$ cat config.mk
export PLATFORM = sky130hd
export DESIGN_NAME = mem_stage_sram_ctrl_flat
export DESIGN_NICKNAME = d
export VERILOG_FILES = /design/src/rtl/mem_stage_sram_ctrl_pkg.sv /design/src/rtl/mem_stage_sram_ctrl_if.sv /design/src/rtl/mem_stage_sram_ctrl_wait_counter.sv /design/src/rtl/mem_stage_sram_ctrl.sv /design/src/flat_wrapper.sv
export SDC_FILE = /design/constraint.sdc
export NUM_CORES = 1
export LEC_CHECK = 0
export BUFFER_PORTS_ARGS = -buffer_cell sky130_fd_sc_hd__clkbuf_2
export CAP_MARGIN = 20
export CELL_PAD_IN_SITES_DETAIL_PLACEMENT = 2
export CELL_PAD_IN_SITES_GLOBAL_PLACEMENT = 2
export CORE_UTILIZATION = 31
export CTS_BUF_LIST = sky130_fd_sc_hd__clkbuf_2 sky130_fd_sc_hd__clkbuf_4 sky130_fd_sc_hd__clkbuf_8
export DETAILED_ROUTE_END_ITERATION = 16
export GPL_ROUTABILITY_DRIVEN = 0
export PLACE_DENSITY_LB_ADDON = 0.1
export RECOVER_POWER = 50
export SLEW_MARGIN = 20
export SYNTH_ARGS = -nofsm -noshare
export SYNTH_HDL_FRONTEND = slang
export SYNTH_SLANG_ARGS = --single-unit
$ cat constraint.sdc
create_clock -name clk -period 3.1 [get_ports clk]
set_input_delay 0.155 -clock clk [delete_from_list [all_inputs] [get_ports clk]]
set_output_delay 0.155 -clock clk [all_outputs]
set_load 0.005 [all_outputs]
$ cat src/rtl/mem_stage_sram_ctrl_pkg.sv
// Shared widths and FSM state encodings for the memory-stage SRAM controller.
package mem_stage_sram_ctrl_pkg;

   localparam int WORD_WIDTH      = 32;
   localparam int SRAM_ADDR_WIDTH = 16;

   typedef logic [1:0] state_t;

   localparam state_t ST_IDLE   = 2'd0;
   localparam state_t ST_ACCESS = 2'd1;
   localparam state_t ST_DONE   = 2'd2;

endpackage

$ cat src/rtl/mem_stage_sram_ctrl_if.sv
// Pipeline-side request/response bundle between the EXE/MEM register and the memory stage.
interface mem_stage_sram_ctrl_if #(
   parameter int WORD_WIDTH = mem_stage_sram_ctrl_pkg::WORD_WIDTH
);

   logic                  mem_read_in;
   logic                  mem_write_in;
   logic [WORD_WIDTH-1:0] ALU_res;
   logic [WORD_WIDTH-1:0] val_Rm;
   logic                  ready;
   logic [WORD_WIDTH-1:0] mem_rdata;

   modport master (
      output mem_read_in, mem_write_in, ALU_res, val_Rm,
      input  ready, mem_rdata
   );

   modport slave (
      input  mem_read_in, mem_write_in, ALU_res, val_Rm,
      output ready, mem_rdata
   );

endinterface

$ cat src/rtl/mem_stage_sram_ctrl_wait_counter.sv
// Loadable down-counter that paces one SRAM access; stops at zero.
module sram_wait_counter #(
   parameter int WIDTH = 4
) (
   input  logic             clk,
   input  logic             rst,
   input  logic             load,
   input  logic             dec,
   input  logic [WIDTH-1:0] load_val,
   output logic             zero
);

   logic [WIDTH-1:0] count;

   always_ff @(posedge clk or negedge rst) begin
      if (!rst) begin
         count <= '0;
      end else if (load) begin
         count <= load_val;
      end else if (dec && (count != '0)) begin
         count <= count - 1'b1;
      end
   end

   assign zero = (count == '0);

endmodule

$ cat src/rtl/mem_stage_sram_ctrl.sv
// Memory-stage responder: turns each load/store into a WAIT_CYCLES access on a single-port SRAM.
// Optional MEM_STALL_COUNTER_EN adds a saturating stall_count output.
module mem_stage_sram_ctrl #(
   parameter int WORD_WIDTH      = mem_stage_sram_ctrl_pkg::WORD_WIDTH,
   parameter int SRAM_ADDR_WIDTH = mem_stage_sram_ctrl_pkg::SRAM_ADDR_WIDTH,
   parameter int ADDR_BASE       = 1024,
   parameter int WAIT_CYCLES     = 5
) (
   input  logic                       clk,
   input  logic                       rst,
   mem_stage_sram_ctrl_if.slave       pipe,
   output logic [SRAM_ADDR_WIDTH-1:0] sram_addr,
   output logic [WORD_WIDTH-1:0]      sram_wdata,
   input  logic [WORD_WIDTH-1:0]      sram_rdata,
   output logic                       sram_we_n,
   output logic                       sram_oe_n
`ifdef MEM_STALL_COUNTER_EN
   ,
   output logic [31:0]                stall_count
`endif
);

   import mem_stage_sram_ctrl_pkg::*;

   // state  | meaning
   // IDLE   | waiting for a request; accepts and latches it
   // ACCESS | strobes driven, counter running down
   // DONE   | ready high for one cycle; held request is not re-issued

   localparam int                 CNT_W    = $clog2(WAIT_CYCLES) + 1;
   localparam logic [CNT_W-1:0]   CNT_LOAD = CNT_W'(WAIT_CYCLES - 1);

   state_t                  state;
   logic                    is_write;
   logic                    req;
   logic                    cnt_zero;
   logic [WORD_WIDTH-1:0]   rdata_q;

   assign req = pipe.mem_read_in | pipe.mem_write_in;

   sram_wait_counter #(.WIDTH(CNT_W)) u_wait_counter (
      .clk      (clk),
      .rst      (rst),
      .load     ((state == ST_IDLE) && req),
      .dec      (state == ST_ACCESS),
      .load_val (CNT_LOAD),
      .zero     (cnt_zero)
   );

   always_ff @(posedge clk or negedge rst) begin
      if (!rst) begin
         state      <= ST_IDLE;
         is_write   <= 1'b0;
         sram_addr  <= '0;
         sram_wdata <= '0;
         rdata_q    <= '0;
      end else begin
         case (state)
            ST_IDLE: begin
               if (req) begin
                  sram_addr  <= SRAM_ADDR_WIDTH'((pipe.ALU_res - WORD_WIDTH'(ADDR_BASE)) >> 2);
                  sram_wdata <= pipe.val_Rm;
                  is_write   <= pipe.mem_write_in;
                  state      <= ST_ACCESS;
               end
            end
            ST_ACCESS: begin
               if (cnt_zero) begin
                  state <= ST_DONE;
                  if (!is_write) rdata_q <= sram_rdata;
               end
            end
            ST_DONE: state <= ST_IDLE;
            default: state <= ST_IDLE;
         endcase
      end
   end

   // Strobes decode straight from state so reset releases them without waiting for a clock.
   assign sram_we_n = !((state == ST_ACCESS) && is_write);
   assign sram_oe_n = !((state == ST_ACCESS) && !is_write);

   assign pipe.ready     = ~req | (state == ST_DONE);
   assign pipe.mem_rdata = rdata_q;

`ifdef MEM_STALL_COUNTER_EN
   always_ff @(posedge clk or negedge rst) begin
      if (!rst) begin
         stall_count <= '0;
      end else if (!pipe.ready && (stall_count != 32'hFFFF_FFFF)) begin
         stall_count <= stall_count + 32'd1;
      end
   end
`endif

endmodule
$ cat src/flat_wrapper.sv
// flat-port wrapper written by rule: the top's interface ports become plain ports
module mem_stage_sram_ctrl_flat import mem_stage_sram_ctrl_pkg::*;
#(
   parameter int WORD_WIDTH      = mem_stage_sram_ctrl_pkg::WORD_WIDTH,
   parameter int SRAM_ADDR_WIDTH = mem_stage_sram_ctrl_pkg::SRAM_ADDR_WIDTH,
   parameter int ADDR_BASE       = 1024,
   parameter int WAIT_CYCLES     = 5
)
  (clk, rst, sram_addr, sram_wdata, sram_rdata, sram_we_n, sram_oe_n, pipe_mem_read_in, pipe_mem_write_in, pipe_ALU_res, pipe_val_Rm, pipe_ready, pipe_mem_rdata);
  mem_stage_sram_ctrl_if #(.WORD_WIDTH(WORD_WIDTH)) pipe_i ();
  input  logic clk;
  input  logic rst;
  output logic [SRAM_ADDR_WIDTH-1:0] sram_addr;
  output logic [WORD_WIDTH-1:0] sram_wdata;
  input  logic [WORD_WIDTH-1:0] sram_rdata;
  output logic sram_we_n;
  output logic sram_oe_n;
  input wire logic [$bits(pipe_i.mem_read_in)-1:0] pipe_mem_read_in;
  input wire logic [$bits(pipe_i.mem_write_in)-1:0] pipe_mem_write_in;
  input wire logic [$bits(pipe_i.ALU_res)-1:0] pipe_ALU_res;
  input wire logic [$bits(pipe_i.val_Rm)-1:0] pipe_val_Rm;
  output wire logic [$bits(pipe_i.ready)-1:0] pipe_ready;
  output wire logic [$bits(pipe_i.mem_rdata)-1:0] pipe_mem_rdata;
  assign pipe_i.mem_read_in = pipe_mem_read_in;
  assign pipe_i.mem_write_in = pipe_mem_write_in;
  assign pipe_i.ALU_res = pipe_ALU_res;
  assign pipe_i.val_Rm = pipe_val_Rm;
  assign pipe_ready = pipe_i.ready;
  assign pipe_mem_rdata = pipe_i.mem_rdata;
  mem_stage_sram_ctrl #(.WORD_WIDTH(WORD_WIDTH), .SRAM_ADDR_WIDTH(SRAM_ADDR_WIDTH), .ADDR_BASE(ADDR_BASE), .WAIT_CYCLES(WAIT_CYCLES)) u_core (.clk(clk), .rst(rst), .pipe(pipe_i), .sram_addr(sram_addr), .sram_wdata(sram_wdata), .sram_rdata(sram_rdata), .sram_we_n(sram_we_n), .sram_oe_n(sram_oe_n));
endmodule
==> reports/qor.yml <==
synthArstFlopShare_pct: 100
die_w_um: 108
syn_nets: 331
grt.total_usage_pct: 15.5
hold_path.class: "in2reg"
worstPathRequired_ns: 3.33
fin_worst_skew_ns: 0.00953
cp-end-kind: "flip-flop"
startpoint_type: "flip-flop"
drv_cap: 1
dieArea_um2: 11700
synth_area_per_cell_um2: 15.2
synth_flop_cell: "dfrtp_1"
critPathMaxStageDelay_ns: 0.43
clkTransAtPathRegs_ns: 0.08
power_density_nw_per_um2: 975
syn2layout_area_growth_pct: 31.8
design_area_um2: 4590
wirelength_mm: 8.64
dp_hpwl_mm: 6.52
worstHoldStart: "sram_rdata[10]"
finalCriticalPeriod_ns: 2.00
post_cts_resized: 0
grt_max_degree: 73
post-route-util_pct: 42.1
p_leak_uw: 0.00212
syn_inst: 229
yosysWarnings: 0
grt_pass1_vias: 2784
worstSetupPathType: "reg2reg"
maxSlewHeadroom_pct: -20.0
fmax_mhz: 500
cp.arrival_ns: 2.23
critPathSlowestCell: "dfrtp_1"
finalMaxSlewViolations: 73
place_ws_ns: 1.10
path_cells: "or2_0, nor2_4, buf_12, mux2_2"
grt_pass1_wl_mm: 13.7
final_hold_viol_count: 0
core_area_um2: 10900
post_drt_wl_per_cell_um: 15.9
violations: "max-capacitance violations, max-slew violations"
viasPerCell: 4.66
outcome: "finished with violations"
antenna_found_initial: 0
synth_area_um2: 3480
yosysSeqAreaShare_pct: 62.5
r2r_slack_ns: 1.10
drtIter0Drc: 51
reg2reg_depth: 4
synth_edf_count: 0
cts_buffers: 9
clock_sinks: 87
diodes: 0
r2r_end: "u_core.sram_wdata[17]$_DFFE_PN0P_"
ir_drop_v: 0.000299
fin_hold_ws_ns: 0.0313
path_max_fanout: 36
nets: 503
drc: 0
post-cts-setup-buffer-count: 0
layout_setup_ws_ns: 1.10
num_vias: 2530
htreeDepth: 3
ys_seq_elements: 87
r2r-start: "u_core.state[0]$_DFFE_PN0P_"
grt_overflow: 0
tightest_slew_ns: 1.80
tns_ns: 0
yosysUniqueCellTypes: 34
drt_first_pass_iters: 4
port-buffer-count: 166
fp-row-count: 38
initial_utilization_pct: 32.0
setup_viol: 0
cts_buffer_depth: 2
rsz0062_at_grt: "no"
finalCritPeriodShare_pct: 64.5
place_area_um2: 4450
pin_count: 183
clock_latency_ns: 0.35
cts_tree: "built"
ant_nets: 0
fp.dieH_um: 108
drive_gt1_share_pct: 52.4
worstHoldPathCells: 2
ctsRootBufferMaster: "clkbuf_8"
hold_end: "u_core.pipe.mem_rdata[10]$_DFFE_PN0P_"
cell usage in the layout (no fill, tap or decap), types with 2 or more instances in the layout:
cell        n
or2_2       2
clkbuf_1   49
xnor2_1     2
or4_1       2
inv_1       5
o21ai_0     5
a21oi_1     6
dfrtp_1    87
ha_1        2
or3_1       3
buf_4       3
clkbuf_8   11
nand2b_1    3
nor2_1      2
clkbuf_2  116
a31oi_1     4
nor3b_1     3
nor3_1      2
mux2_1      2
mux2_2     72
o31ai_1     4
power by group:
| group | leakage, uW | switching (uW) | internal [uW] | total, uW |
|---|---|---|---|---|
| registers | 0.00104 | 319 | 1710 | 2030 |
| logic | 0.000984 | 743 | 924 | 1670 |
| clock network | 0.0000978 | 368 | 413 | 781 |
flip-flops by register name, summed over array words and instances, names as in the netlist:
signal / count
u_core.sram_addr: 16
u_core.u_wait_counter.count: 4
u_core.state: 2
u_core.is_write: 1
u_core.sram_wdata: 32
u_core.pipe.mem_rdata: 32
cell families after synthesis:
| group | count (synthesis) | synth area share (%) |
|---|---|---|
| DFF | 87 | 62.5 |
| muxes | 75 | 24.2 |
| and+or+nand+nor | 25 | 5.00 |
| AOI/OAI and AO/OA | 23 | 4.10 |
| buffers and inverters | 15 | 2.91 |
| xor gates and xnor gates | 2 | 0.503 |
| adders and majority gates | 2 | 0.719 |
what timing repair did:
action | CTS | global route
hold buffers | 1 | 0
endpoints found under the hold margin | 70 | 0
endpoints found under the setup margin | 0 | 0
critical path, delay by kind of cell, from the launching register on:
kind	cells	cell delay (ns)
flops	1	0.43
buf+inv	1	0.27
mux	1	0.37
simple gates	2	0.78
through the flow:
step / instances / power (uW)
3_3_place_gp: 529 / 3750
4_1_cts: 543 / 4660
2_1_floorplan: 229 / 2990
3_5_place_dp: 529 / 3860
6_report: 543 / 4470
5_1_grt: 543 / 4830
worst max path at each step:
stage                                                 end  cells past startpoint                                        from
floorplan           u_core.pipe.mem_rdata[10]$_DFFE_PN0P_                      6  u_core.u_wait_counter.count[0]$_DFFE_PN0P_
global placement        u_core.sram_wdata[21]$_DFFE_PN0P_                      4                 u_core.state[0]$_DFFE_PN0P_
detailed placement      u_core.sram_wdata[14]$_DFFE_PN0P_                      4                 u_core.state[0]$_DFFE_PN0P_
CTS                     u_core.sram_wdata[14]$_DFFE_PN0P_                      4                 u_core.state[0]$_DFFE_PN0P_
global route            u_core.sram_wdata[26]$_DFFE_PN0P_                      2                                         rst
finish                  u_core.sram_wdata[17]$_DFFE_PN0P_                      4                 u_core.state[0]$_DFFE_PN0P_
cell usage after synthesis, types with 2 or more instances:
| cell type | count | area (um^2) |
|---|---|---|
| nor2_1 | 2 | 7.51 |
| or2_2 | 2 | 12.5 |
| nand2b_1 | 3 | 18.8 |
| buf_6 | 5 | 56.3 |
| ha_1 | 2 | 25.0 |
| xnor2_1 | 2 | 17.5 |
| a21oi_1 | 6 | 30.0 |
| nor3_1 | 2 | 10.0 |
| a31oi_1 | 4 | 25.0 |
| mux2_1 | 2 | 22.5 |
| mux2_2 | 72 | 811 |
| o31ai_1 | 4 | 30.0 |
| dfrtp_1 | 87 | 2180 |
| nor3b_1 | 3 | 22.5 |
| or4_1 | 2 | 15.0 |
| o21ai_0 | 5 | 25.0 |
| or3_1 | 3 | 18.8 |
| inv_1 | 5 | 18.8 |
| buf_2 | 3 | 15.0 |
metal layers:
metal,wire [um],global-route usage [%],vias to the layer above
met5,0,0,-
met3,677,5.24,13
met4,142,6.95,0
met1,3470,17.9,1253
met2,4350,26.0,103
li1,-,-,1161
cell type report:
| class | instances | area [um^2] |
|---|---|---|
| well taps | 140 | 175 |
| clock inverters | 1 | 30.0 |
| clock buffers | 12 | 159 |
| flip-flops and latches | 87 | 2180 |
| repair buffers | 171 | 821 |
| fillers | 1174 | 6300 |
| inverters | 5 | 18.8 |
| multi-input cells | 127 | 1210 |
No activity file was read; power rests on OpenSTA's default activity.
